--- config.mk ---
export PLATFORM = sky130hd
export DESIGN_NAME = eth_tx_fcs_ctrl
export DESIGN_NICKNAME = d
export VERILOG_FILES = /design/src/rtl/eth_tx_pkg.sv /design/src/rtl/eth_tx_fcs_ctrl_crc32.sv /design/src/rtl/eth_tx_fcs_ctrl.sv
export SDC_FILE = /design/constraint.sdc
export NUM_CORES = 1
export LEC_CHECK = 0
export CORE_MARGIN = 2
export CORE_UTILIZATION = 47
export CTS_BUF_LIST = sky130_fd_sc_hd__clkbuf_16
export CTS_CLUSTER_DIAMETER = 200
export DETAILED_ROUTE_END_ITERATION = 7
export PLACE_DENSITY = 0.8
export SLEW_MARGIN = 20
export SYNTH_ARGS = -nofsm -noshare
export SYNTH_HDL_FRONTEND = slang
export SYNTH_SLANG_ARGS = --single-unit
--- constraint.sdc ---
create_clock -name c -period 2.62 [get_ports c]
set_input_delay 0.524 -clock c [delete_from_list [all_inputs] [get_ports c]]
set_output_delay 0.524 -clock c [all_outputs]
set_load 0.02 [all_outputs]
--- src/rtl/eth_tx_pkg.sv ---
// Shared types and constants for the GMII transmit frame sequencer.
//   tx_state_e  : sequencer states, IDLE -> PRE -> DATA -> PAD -> FCS -> IFG
//   tx_beat_t   : one byte slot travelling down the transmit delay line
//   crc32_next  : one-byte update of the reflected CRC-32 register (poly 0x04C11DB7)
package eth_tx_pkg;

  typedef enum logic [2:0] {
    IDLE = 3'd0,
    PRE  = 3'd1,
    DATA = 3'd2,
    PAD  = 3'd3,
    FCS  = 3'd4,
    IFG  = 3'd5
  } tx_state_e;

  localparam logic [7:0]  SFD           = 8'hD5;
  localparam logic [7:0]  PRE_BYTE      = 8'h55;
  localparam logic [7:0]  PAD_BYTE      = 8'h00;
  localparam logic [31:0] CRC_POLY_REFL = 32'hEDB88320;

  // en: slot drives txen; er: slot drives txer (aborted frame);
  // fcs: slot is replaced by crc byte fcs_idx when it reaches the txd register.
  typedef struct packed {
    logic       en;
    logic       er;
    logic       fcs;
    logic [1:0] fcs_idx;
    logic [7:0] data;
  } tx_beat_t;

  // Bit-serial, LSB-first update; Ethernet sends each byte LSB first.
  function automatic logic [31:0] crc32_next(input logic [31:0] lfsr, input logic [7:0] d);
    logic [31:0] nxt;
    logic        fb;
    nxt = lfsr;
    for (int i = 0; i < 8; i++) begin
      fb  = nxt[0] ^ d[i];
      nxt = {1'b0, nxt[31:1]} ^ (fb ? CRC_POLY_REFL : 32'h0);
    end
    return nxt;
  endfunction

endpackage

--- src/rtl/eth_tx_fcs_ctrl_crc32.sv ---
// crc32: Ethernet FCS generator with a 2-cycle update latency.
//   c   in   clock
//   r   in   synchronous clear to the all-ones seed (wins over dv)
//   dv  in   d is a frame byte to fold into the CRC
//   d   in   [7:0] frame byte
//   crc out  [31:0] finished FCS (complemented register), byte 0 = crc[7:0]
// A byte presented in cycle t is registered at t+1 and folded in, so it is
// reflected in crc from cycle t+2 on.
module crc32
  import eth_tx_pkg::*;
(
  input  logic        c,
  input  logic        r,
  input  logic        dv,
  input  logic [7:0]  d,
  output logic [31:0] crc
);

  logic        dv_q, dv_d;
  logic [7:0]  d_q, d_d;
  logic [31:0] lfsr_q, lfsr_d;

  always_comb begin
    dv_d   = dv & ~r;
    d_d    = d;
    lfsr_d = lfsr_q;
    if (r) begin
      lfsr_d = 32'hFFFF_FFFF;
    end else if (dv_q) begin
      lfsr_d = crc32_next(lfsr_q, d_q);
    end
  end

  // No reset: the sequencer clears the CRC with r at the start of every frame.
  always_ff @(posedge c) begin
    dv_q   <= dv_d;
    d_q    <= d_d;
    lfsr_q <= lfsr_d;
  end

  assign crc = ~lfsr_q;

endmodule

--- src/rtl/eth_tx_fcs_ctrl.sv ---
// eth_tx_fcs_ctrl: GMII transmit frame sequencer.
// Turns a payload byte stream into preamble + SFD, payload, zero pad, FCS and
// inter-frame gap on a registered GMII interface.
//   c            in   clock, one byte per cycle
//   rst_n        in   asynchronous reset, active low
//   in_data      in   [7:0] payload byte
//   in_valid     in   in_data valid
//   in_last      in   last payload byte of the frame
//   in_ready     out  byte accepted when in_valid & in_ready (high only in DATA)
//   txd/txen/txer out GMII transmit bus, registered
//   busy         out  sequencer not in IDLE
//   frame_done   out  pulse while the last FCS byte is on txd
//   underrun     out  pulse while the aborted-frame error byte is on txd
//   frame_count  out  [15:0] completed frames, wraps
//   dbg_state    out  [2:0] current sequencer state
// Handshake: a byte moves when in_valid and in_ready are both high at a rising
// edge of c; in_valid low while in_ready is high is a payload bubble and aborts
// the frame.
module eth_tx_fcs_ctrl
  import eth_tx_pkg::*;
#(
  parameter int PREAMBLE_LEN = 7,
  parameter int MIN_PAYLOAD  = 60,
  parameter int ENABLE_PAD   = 1,
  parameter int IFG_BYTES    = 12
) (
  input  logic        c,
  input  logic        rst_n,
  input  logic [7:0]  in_data,
  input  logic        in_valid,
  input  logic        in_last,
  output logic        in_ready,
  output logic [7:0]  txd,
  output logic        txen,
  output logic        txer,
  output logic        busy,
  output logic        frame_done,
  output logic        underrun,
  output logic [15:0] frame_count,
  output logic [2:0]  dbg_state
);

  localparam logic [15:0] PRE_LAST = 16'(PREAMBLE_LEN);
  localparam logic [15:0] MIN_CNT  = 16'(MIN_PAYLOAD);
  // The IDLE cycle that launches the next frame is part of the gap, so the
  // IFG state itself lasts one cycle less than the gap.
  localparam logic [15:0] IFG_LAST = 16'((IFG_BYTES > 1) ? IFG_BYTES - 2 : 0);

  tx_state_e   state_q, state_d;
  logic [15:0] cnt_q, cnt_d;          // preamble index / byte count / FCS index / gap count
  logic [15:0] cnt_inc;
  tx_beat_t    beat_s0;               // stage-0 slot produced this cycle
  tx_beat_t    d1_q;
  logic [7:0]  txd_q, txd_d;
  logic        txen_q, txer_q, frame_done_q, underrun_q;
  logic        done_d;
  logic [15:0] frame_count_q, frame_count_d;

  logic        crc_clr, crc_dv;
  logic [7:0]  crc_din;
  logic [31:0] crc;

  crc32 u_crc32 (
    .c   (c),
    .r   (crc_clr),
    .dv  (crc_dv),
    .d   (crc_din),
    .crc (crc)
  );

  assign cnt_inc = (cnt_q == 16'hFFFF) ? cnt_q : cnt_q + 16'd1;

  // Sequencer: next state, counter and stage-0 slot.
  always_comb begin
    state_d  = state_q;
    cnt_d    = cnt_q;
    beat_s0  = '0;
    crc_clr  = 1'b0;
    crc_dv   = 1'b0;
    crc_din  = in_data;
    in_ready = 1'b0;
    case (state_q)
      IDLE: begin
        if (in_valid) begin
          state_d = PRE;
          cnt_d   = '0;
          crc_clr = 1'b1;
        end
      end
      PRE: begin
        beat_s0.en = 1'b1;
        if (cnt_q >= PRE_LAST) begin
          beat_s0.data = SFD;
          state_d      = DATA;
          cnt_d        = '0;
        end else begin
          beat_s0.data = PRE_BYTE;
          cnt_d        = cnt_q + 16'd1;
        end
      end
      DATA: begin
        in_ready   = 1'b1;
        beat_s0.en = 1'b1;
        if (!in_valid) begin
          // Bubble: emit one error slot and drop straight into the gap.
          beat_s0.er   = 1'b1;
          beat_s0.data = PAD_BYTE;
          state_d      = IFG;
          cnt_d        = '0;
        end else begin
          beat_s0.data = in_data;
          crc_dv       = 1'b1;
          cnt_d        = cnt_inc;
          if (in_last) begin
            if ((ENABLE_PAD != 0) && (cnt_inc < MIN_CNT)) begin
              state_d = PAD;
            end else begin
              state_d = FCS;
              cnt_d   = '0;
            end
          end
        end
      end
      PAD: begin
        beat_s0.en   = 1'b1;
        beat_s0.data = PAD_BYTE;
        crc_dv       = 1'b1;
        crc_din      = PAD_BYTE;
        cnt_d        = cnt_inc;
        if (cnt_inc >= MIN_CNT) begin
          state_d = FCS;
          cnt_d   = '0;
        end
      end
      FCS: begin
        // FCS slots carry only the byte index; the CRC byte is chosen one
        // stage later, when the last payload/pad byte has been folded in.
        beat_s0.en      = 1'b1;
        beat_s0.fcs     = 1'b1;
        beat_s0.fcs_idx = cnt_q[1:0];
        cnt_d           = cnt_q + 16'd1;
        if (cnt_q[1:0] == 2'd3) begin
          state_d = IFG;
          cnt_d   = '0;
        end
      end
      IFG: begin
        if (cnt_q >= IFG_LAST) begin
          state_d = IDLE;
          cnt_d   = '0;
        end else begin
          cnt_d = cnt_q + 16'd1;
        end
      end
      default: begin
        state_d = IDLE;
        cnt_d   = '0;
      end
    endcase
  end

  // Output stage: txd register loads either the delayed byte or the FCS byte.
  always_comb begin
    txd_d = d1_q.data;
    if (d1_q.fcs) begin
      case (d1_q.fcs_idx)
        2'd0:    txd_d = crc[7:0];
        2'd1:    txd_d = crc[15:8];
        2'd2:    txd_d = crc[23:16];
        default: txd_d = crc[31:24];
      endcase
    end
    done_d        = d1_q.fcs && (d1_q.fcs_idx == 2'd3);
    frame_count_d = frame_count_q + {15'd0, done_d};
  end

  always_ff @(posedge c or negedge rst_n) begin
    if (!rst_n) begin
      state_q       <= IDLE;
      cnt_q         <= '0;
      d1_q          <= '0;
      txd_q         <= '0;
      txen_q        <= 1'b0;
      txer_q        <= 1'b0;
      frame_done_q  <= 1'b0;
      underrun_q    <= 1'b0;
      frame_count_q <= '0;
    end else begin
      state_q       <= state_d;
      cnt_q         <= cnt_d;
      d1_q          <= beat_s0;
      txd_q         <= txd_d;
      txen_q        <= d1_q.en;
      txer_q        <= d1_q.er;
      frame_done_q  <= done_d;
      underrun_q    <= d1_q.er;
      frame_count_q <= frame_count_d;
    end
  end

  assign txd         = txd_q;
  assign txen        = txen_q;
  assign txer        = txer_q;
  assign frame_done  = frame_done_q;
  assign underrun    = underrun_q;
  assign frame_count = frame_count_q;
  assign busy        = (state_q != IDLE);
  assign dbg_state   = state_q;

endmodule

==> results of run 1 <==
layout make-up:
type,count,area (um^2),area share
multi-input combinational,429,3000,0.444
clock buffer,9,225,0.0334
inverter,13,51.3,0.00760
timing repair buffer,110,957,0.142
clock inverter,7,42.5,0.00631
sequential,100,2300,0.341
tap,140,175,0.0260
sequential cells by signal, indices dropped and copies added, names as in the netlist:
name and flops:
underrun 1, txd 8, dbg_state 3, cnt_q 16, frame_count 16, frame_done 1, u_crc32.d_q 8, d1_q 13
u_crc32.dv_q 1, u_crc32.lfsr_q 32, txen 1
metal layers:
metal	track usage	vias to the layer above	wire, um
met3	0.0417	44	790
met4	0.109	0	465
met1	0.311	2126	5800
met5	0	-	0
li1	-	2144	-
met2	0.392	181	6890
per-stage QoR:
stage | setup WS [ns] | hold WS (ns)
finish | 0.0111 | 0.301
global route | -0.114 | 0.363
CTS | 0.000226 | 0.342
detailed placement | -0.0921 | 0.336
global placement | -0.0397 | 0.334
floorplan | -0.0142 | 0.228
critical path: stages (launching register included):
cell	delay, ns
dfrtp_1	0.41
ha_4	0.20
inv_4	0.05
ha_4	0.30
nand2b_4	0.05
a41oi_2	0.17
o211ai_1	0.11
or4_4	0.47
o31ai_4	0.28
buf_4	0.20
nor3_2	0.06
a211oi_1	0.21
power by group:
part | internal (uW) | switching (uW)
clock network | 639 | 588
registers | 2030 | 329
logic | 2870 | 3300
total | 5540 | 4220
final timing paths:
kind | slack [ns] | startpoint | end
min in group c | 0.35 | d1_q[12] | txen
setup reg to reg | 0.01 | cnt_q[0] | cnt_q[11]
hold reg to reg | 0.35 | d1_q[12] | txen
hold / removal | 0.30 | rst_n | cnt_q[12]
max in group asynchronous | 1.79 | rst_n | cnt_q[2]
setup / recovery | 0.01 | cnt_q[0] | cnt_q[11]
repair_timing:
| item | CTS | global route |
|---|---|---|
| endpoints found under the setup margin | 15 | 17 |
| gates resized for setup | 5 | 27 |
| cloned | 0 | 0 |
| setup buffers | 1 | 2 |
| pin swaps | 1 | 6 |
kinds of logic (layout without fill, tap and decap cells):
family                   count (synthesis)  count (layout)  synth area share
flip-flops                             100             100             0.435
adder cells (fa/ha/maj)                  5               5            0.0119
buffers and inverters                   42             139            0.0332
AND/OR/NAND/NOR                        220             220             0.207
multiplexers                            13              13            0.0436
XOR/XNOR                                89              89             0.148
AO/OA/AOI/OAI                          102             102             0.121
cell usage after synthesis, drive strengths merged, types with 6 or more instances:
| library cell | count | share of area |
|---|---|---|
| inv | 13 | 0.0092 |
| and3 | 14 | 0.017 |
| nor4 | 7 | 0.014 |
| nand3 | 12 | 0.012 |
| dfxtp | 41 | 0.16 |
| nor2 | 42 | 0.030 |
| dfrtp | 59 | 0.28 |
| nor3 | 6 | 0.0088 |
| o21ai | 42 | 0.041 |
| mux4 | 8 | 0.034 |
| clkbuf | 16 | 0.011 |
| a31oi | 7 | 0.0083 |
| o22ai | 6 | 0.0071 |
| xor2 | 24 | 0.040 |
| nand4 | 9 | 0.013 |
| nand2 | 94 | 0.067 |
| buf | 13 | 0.013 |
| and2 | 14 | 0.017 |
| nand2b | 6 | 0.0071 |
| xnor2 | 65 | 0.11 |
| a21oi | 18 | 0.017 |
==> impl_metrics.env, run 1 <==
export IMPL_status="finished, final reports clean"
export IMPL_layout_common_cells="94 x nand2_1, 65 x xnor2_1, 59 x buf_4, 58 x dfrtp_1, 43 x clkdlybuf4s50_1"
export IMPL_clk_pin_slew_ns=0.07
export IMPL_drv_cap=0
export IMPL_grt_pass1_wl_um=21900
export IMPL_cts_root_buffer="clkbuf_16"
export IMPL_grt_pass1_vias=4315
export IMPL_async_flop_share=0.590
export IMPL_synth_edf_count=0
export IMPL_final_cells=808
export IMPL_fin_area_um2=6750
export IMPL_ys_seq_area_frac=0.435
export IMPL_wl_per_cell_um=17.3
export IMPL_dpl_cell_count=789
export IMPL_htree_levels=3
export IMPL_grt_max_degree=64
export IMPL_numClockSinks=100
export IMPL_io_buffers=44
export IMPL_p_leak_uw=0.00285
export IMPL_drv_slew=0
export IMPL_cp_required_ns=2.87
export IMPL_tightest_slew_ns=0.741
export IMPL_areaGrowthSynthToFinish_pct=27.8
export IMPL_fin_crit_ns=2.61
export IMPL_synthesis_nets=588
export IMPL_start_util=0.485
export IMPL_tns_ns=0
export IMPL_p_total_uw=9750
export IMPL_design_core_area_um2=10900
export IMPL_fin_util=0.620
export IMPL_layout_commonest_cell="nand2_1"
export IMPL_cts_made_buffers=9
export IMPL_grtUsageTotal=0.240
export IMPL_first_iter_violations=425
export IMPL_viasPerCell=5.56
export IMPL_clock_skew_ns=0.00951
export IMPL_die_area_um2=12100
export IMPL_rsz0062_at_grt="true"
export IMPL_timing_fmax_mhz=383
export IMPL_min_period_over_period=0.996
export IMPL_synth_main_ff_cell="dfrtp_1"
export IMPL_reg2reg_depth=11
export IMPL_setup_viol=0
export IMPL_antenna_found_initial=0
export IMPL_hpwl_um=9930
export IMPL_drtPass1Iterations=7
export IMPL_final_net_count=680
export IMPL_vdd_drop_max_uv=936
export IMPL_ys_types=59
export IMPL_arrival_ns=2.86
export IMPL_via_count=4495
export IMPL_crit_path_max_fanout=6
export IMPL_grt_overflow_total=0
export IMPL_ys_warnings_count=0
export IMPL_drc=0
export IMPL_row_count=38
export IMPL_endpoint_kind="register"
export IMPL_holdBufCountCts=0
export IMPL_netlist_area_um2=5280
export IMPL_hold_violations=0
export IMPL_ant_nets=0
export IMPL_clk_latency_ns=0.35
export IMPL_hold_path_class="in -> async"
export IMPL_io_pins=45
export IMPL_diodes=0
export IMPL_cts_path_max_buffers=2
export IMPL_drt_wl_total_um=13900
export IMPL_place_gp_congestion=0.959
export IMPL_netlist_instances=571
export IMPL_startpoint_type="register"
export IMPL_drive_above_1_share=0.187
export IMPL_num_fill_cells=862
export IMPL_cts_tree="done"
export IMPL_crit_type="reg -> reg"
export IMPL_die_y_um=110
export IMPL_place_area_um2=6280
export IMPL_ys_ff_latch=100
export IMPL_synth_area_per_cell_um2=9.24
export IMPL_die_width_um=110
export IMPL_power_density_nw_per_um2=1450
export IMPL_slew_headroom=0.502
No activity file was read; power rests on OpenSTA's default activity.
==> run 2: changes to the inputs <==
- GPL_ROUTABILITY_DRIVEN: not set -> 0
==> impl_metrics.env, run 2 (synthesis results as in run 1) <==
export IMPL_comb_power_share=0.630
export IMPL_cp_required_ns=2.85
export IMPL_reg2reg_depth=11
export IMPL_clkPwrFrac=0.128
export IMPL_drt_wl_total_um=14700
export IMPL_setup_viol=7
export IMPL_fin_crit_ns=2.71
export IMPL_switching_share=0.433
export IMPL_p_total_uw=9920
export IMPL_cts_root_buffer="clkbuf_16"
export IMPL_antenna_found_initial=0
export IMPL_grt_pass1_wl_um=23100
export IMPL_hpwl_um=9960
export IMPL_grtUsageTotal=0.248
export IMPL_drv_cap=0
export IMPL_drive_above_1_share=0.204
export IMPL_crit_buf_inv=2
export IMPL_r2r_slack_ns=-0.09
export IMPL_diodes=0
export IMPL_hold_path_class="in -> async"
export IMPL_clock_skew_ns=0.00925
export IMPL_grt_pass1_vias=4740
export IMPL_cp_slowest_cell="dfrtp_1"
export IMPL_io_pins=45
export IMPL_p_int_uw=5620
export IMPL_startpoint_type="register"
export IMPL_cts_path_max_buffers=2
export IMPL_layout_commonest_cell="nand2_1"
export IMPL_cpMostUsedCell="ha_4"
export IMPL_crit_chain="ha_4, inv_4, ha_4, a31oi_4, o211ai_1, o21a_1, o2111ai_4, nor3_4, buf_6, o31a_1, a221o_1"
export IMPL_areaGrowthSynthToFinish_pct=30.5
export IMPL_die_area_um2=12100
export IMPL_arrival_ns=2.93
export IMPL_violations="setup timing"
export IMPL_row_count=38
export IMPL_crit_type="reg -> reg"
export IMPL_hold_violations=0
export IMPL_first_iter_violations=384
export IMPL_status="complete, but fails checks"
export IMPL_p_leak_uw=0.00291
export IMPL_cts_made_buffers=9
export IMPL_fin_ws_ns=-0.0866
export IMPL_die_y_um=110
export IMPL_holdBufCountCts=0
export IMPL_cpPeakStageDelay_ns=0.43
export IMPL_rsz0062_at_grt="true"
export IMPL_timing_fmax_mhz=369
export IMPL_io_buffers=44
export IMPL_layout_common_cells="93 x nand2_1, 65 x xnor2_1, 62 x buf_4, 57 x dfrtp_1, 43 x clkdlybuf4s50_1"
export IMPL_start_util=0.485
export IMPL_grt_overflow_total=0
export IMPL_vdd_drop_max_uv=1030
export IMPL_power_net_switching_uw=4300
export IMPL_viasPerCell=5.80
export IMPL_ant_nets=0
export IMPL_largest_reg_flops=32
export IMPL_tns_ns=-0.268
export IMPL_drv_slew=0
export IMPL_endpoint_kind="register"
export IMPL_fin_util=0.633
export IMPL_die_width_um=110
export IMPL_power_density_nw_per_um2=1440
export IMPL_htree_levels=3
export IMPL_clk_pin_slew_ns=0.07
export IMPL_min_period_over_period=1.03
export IMPL_r2r_start="cnt_q[0]"
export IMPL_tightest_slew_ns=0.997
export IMPL_slew_headroom=0.330
export IMPL_final_net_count=687
export IMPL_regMostFlops="u_crc32.lfsr_q"
export IMPL_crit_path_max_fanout=5
export IMPL_via_count=4730
export IMPL_drc=0
export IMPL_cts_tree="done"
export IMPL_clk_latency_ns=0.35
export IMPL_grt_max_degree=41
export IMPL_cpLargestDelayFamily="compound AO/OA/AOI/OAI gates"
export IMPL_r2r_end="cnt_q[2]"
export IMPL_wl_per_cell_um=18.0
export IMPL_p_seq_frac=0.242
export IMPL_drtPass1Iterations=5
export IMPL_num_fill_cells=850
export IMPL_numClockSinks=100
export IMPL_design_core_area_um2=10900
run 2: power by group through the flow:
stage / registers [uW] / clock network [uW] / logic, uW
5_1_grt: 2450 / 1350 / 6870
3_5_place_dp: 2410 / 0 / 5790
6_report: 2400 / 1270 / 6250
4_1_cts: 2380 / 1270 / 5920
3_3_place_gp: 2380 / 0 / 5640
2_1_floorplan: 2400 / 0 / 4350
run 2: timing repair:
action / 4_1_cts / 5_1_grt
endpoints found under the hold margin: 0 / 0
setup endpoints to repair: 14 / 18
setup buffers: 7 / 9
resized for setup: 6 / 38
pin swaps: 4 / 19
run 2: worst max-delay path by stage:
stage                        start   endpoint  slack (ns)  depth (start not counted)
after floorplan           cnt_q[1]   cnt_q[0]       -0.01                         11
after global placement    cnt_q[1]   cnt_q[3]       -0.01                         12
after detailed placement  cnt_q[6]  cnt_q[10]       -0.12                          9
after CTS                 cnt_q[0]   cnt_q[4]       0.005                         11
after global routing      cnt_q[0]   cnt_q[2]       -0.15                         11
final                     cnt_q[0]   cnt_q[2]       -0.09                         11
run 2: routing by layer:
layer / part of all wire / GRT usage / vias up / wire, um
li1: - / - / 2160 / -
met4: 0.041 / 0.121 / 0 / 595
met3: 0.061 / 0.0423 / 63 / 890
met1: 0.41 / 0.314 / 2276 / 5950
met2: 0.49 / 0.409 / 231 / 7220
met5: 0 / 0 / - / 0
run 2: worst register-to-register path, delay by kind of cell, from the launching register on:
family	cells	cell delay [ns]
compound gates	6	1.43
flops	1	0.43
fa+ha+maj	2	0.41
buf+inv	2	0.20
simple gates	1	0.09
run 2: final cells by class:
cell class,instances,area (um^2),area share
Clock buffer,9,225,0.0327
Inverter,13,51.3,0.00745
Clock inverter,7,52.6,0.00763
Timing Repair Buffer,117,1030,0.150
Sequential cell,100,2300,0.334
Multi-Input combinational cell,429,3050,0.443
Tap cell,140,175,0.0254
run 2: through the flow:
step                      std cells  hold WS, ns  area, um^2  worst slack [ns]
after floorplan                 571        0.228        5330           -0.0142
after global placement          783        0.333        6250           -0.0105
after detailed placement        783        0.338        6250            -0.123
after CTS                       806        0.306        6620           0.00549
after global routing            815        0.350        6890            -0.149
final                           815        0.275        6890           -0.0866
==> run 3: changes to the inputs <==
- CELL_PAD_IN_SITES_DETAIL_PLACEMENT: not set -> 0
- CELL_PAD_IN_SITES_GLOBAL_PLACEMENT: not set -> 1
- CORE_UTILIZATION: 47 -> 41
- CTS_CLUSTER_SIZE: not set -> 24
- PLACE_DENSITY: 0.8 -> 0.87
==> impl_metrics.env, run 3 (synthesis results as in run 1) <==
export IMPL_timing_fmax_mhz=382
export IMPL_slew_headroom=0.336
export IMPL_layout_common_cells="93 x nand2_1, 65 x xnor2_1, 65 x buf_4, 58 x dfrtp_1, 43 x clkdlybuf4s50_1"
export IMPL_viasPerCell=5.35
export IMPL_drv_cap=0
export IMPL_crit_path_max_fanout=5
export IMPL_final_cells=845
export IMPL_num_fill_cells=1116
export IMPL_fin_crit_ns=2.62
export IMPL_vdd_drop_max_uv=810
export IMPL_drt_wl_total_um=13600
export IMPL_grtUsageTotal=0.199
export IMPL_hold_violations=0
export IMPL_violations="setup timing"
export IMPL_cts_path_max_buffers=2
export IMPL_r2r_slack_ns=-0.0005
export IMPL_die_width_um=117
export IMPL_diodes=0
export IMPL_drtPass1Iterations=5
export IMPL_tns_ns=-0.000548
export IMPL_io_buffers=44
export IMPL_ant_nets=0
export IMPL_r2r_end="cnt_q[2]"
export IMPL_power_density_nw_per_um2=1420
export IMPL_setup_viol=1
export IMPL_cpPeakStageDelay_ns=0.42
export IMPL_cpMostUsedCell="ha_4"
export IMPL_tightest_slew_ns=0.988
export IMPL_htree_levels=3
export IMPL_numClockSinks=100
export IMPL_holdBufCountCts=0
export IMPL_cp_required_ns=2.84
export IMPL_arrival_ns=2.85
export IMPL_crit_type="reg -> reg"
export IMPL_row_count=41
export IMPL_design_core_area_um2=12600
export IMPL_p_leak_uw=0.00291
export IMPL_cts_tree="done"
export IMPL_status="complete, but fails checks"
export IMPL_drc=0
export IMPL_fin_ws_ns=-0.000548
export IMPL_clk_latency_ns=0.35
export IMPL_dpl_cell_count=815
export IMPL_r2r_start="cnt_q[0]"
export IMPL_rsz0062_at_grt="true"
export IMPL_fin_area_um2=6830
export IMPL_grt_overflow_total=0
export IMPL_start_util=0.418
export IMPL_drive_above_1_share=0.190
export IMPL_final_net_count=685
export IMPL_layout_commonest_cell="nand2_1"
export IMPL_die_area_um2=13800
export IMPL_cp_slowest_cell="dfrtp_1"
export IMPL_p_total_uw=9670
export IMPL_first_iter_violations=351
export IMPL_io_pins=45
export IMPL_hold_path_class="in -> async"
export IMPL_via_count=4518
export IMPL_clock_skew_ns=0.00985
export IMPL_crit_chain="ha_4, inv_4, ha_4, a31oi_4, o211ai_1, o21a_1, o2111ai_4, o31ai_4, buf_4, o31a_1, a221o_1"
export IMPL_areaGrowthSynthToFinish_pct=29.4
export IMPL_regMostFlops="u_crc32.lfsr_q"
export IMPL_clk_pin_slew_ns=0.07
export IMPL_hpwl_um=9820
export IMPL_reg2reg_depth=11
export IMPL_cts_root_buffer="clkbuf_16"
export IMPL_grt_max_degree=64
export IMPL_fin_util=0.541
export IMPL_place_area_um2=6280
export IMPL_wl_per_cell_um=16.1
export IMPL_startpoint_type="register"
export IMPL_largest_reg_flops=32
export IMPL_die_y_um=117
export IMPL_cts_made_buffers=9
export IMPL_antenna_found_initial=0
export IMPL_min_period_over_period=1.00
export IMPL_endpoint_kind="register"
export IMPL_grt_pass1_wl_um=21800
export IMPL_drv_slew=0
export IMPL_grt_pass1_vias=4297
## run 3: cell types whose count changed in the layout (fill, tap and decap cells not counted), sizes merged
cell and change:
clkinv +1, inv +2, buf -2, clkinvlp -3
## run 3: per-layer routing
metal	wire (um)	global-route usage
met1	5830	0.247
met3	820	0.0514
met5	0	0
met4	397	0.0798
met2	6590	0.330
## run 3: critical path: cells and delay by family (launching register included)
| kind | cells | cell delay (ns) |
|---|---|---|
| compound gates | 7 | 1.45 |
| fa+ha+maj | 2 | 0.40 |
| buf+inv | 2 | 0.22 |
| flops | 1 | 0.42 |
## run 3: stage by stage
stage	setup WS [ns]	hold slack, ns
floorplan	-0.0142	0.228
global placement	-0.102	0.333
detailed placement	-0.178	0.338
CTS	0.0130	0.349
global route	-0.101	0.357
finish	-0.000548	0.324
## run 3: power breakdown
group          total, uW  internal [uW]  switching (uW)
registers           2360           2030             325
clock network       1220            643             581
logic               6090           2840            3250
## run 3: cell type report
class	instances	area [um^2]	share of cell area
multi-input combinational	429	3000	0.439
tap	172	215	0.0315
inverter	13	51.3	0.00751
timing repair buffer	115	1000	0.146
clock inverter	7	42.5	0.00623
sequential	100	2300	0.336
clock buffer	9	225	0.0330
## run 3: worst max path at each step
stage	from	to	slack, ns	cells past startpoint
after detailed placement	cnt_q[5]	cnt_q[0]	-0.18	8
after global placement	cnt_q[6]	cnt_q[0]	-0.10	8
after floorplan	cnt_q[1]	cnt_q[0]	-0.01	11
final	cnt_q[0]	cnt_q[2]	-0.0005	11
after CTS	cnt_q[2]	cnt_q[2]	0.01	10
after global routing	cnt_q[0]	cnt_q[2]	-0.10	11
## run 3: what timing repair did
| item | in CTS | in global routing |
|---|---|---|
| pin swaps | 3 | 9 |
| resized for setup | 7 | 23 |
| endpoints found under the setup margin | 15 | 17 |
| buffers inserted | 7 | 8 |
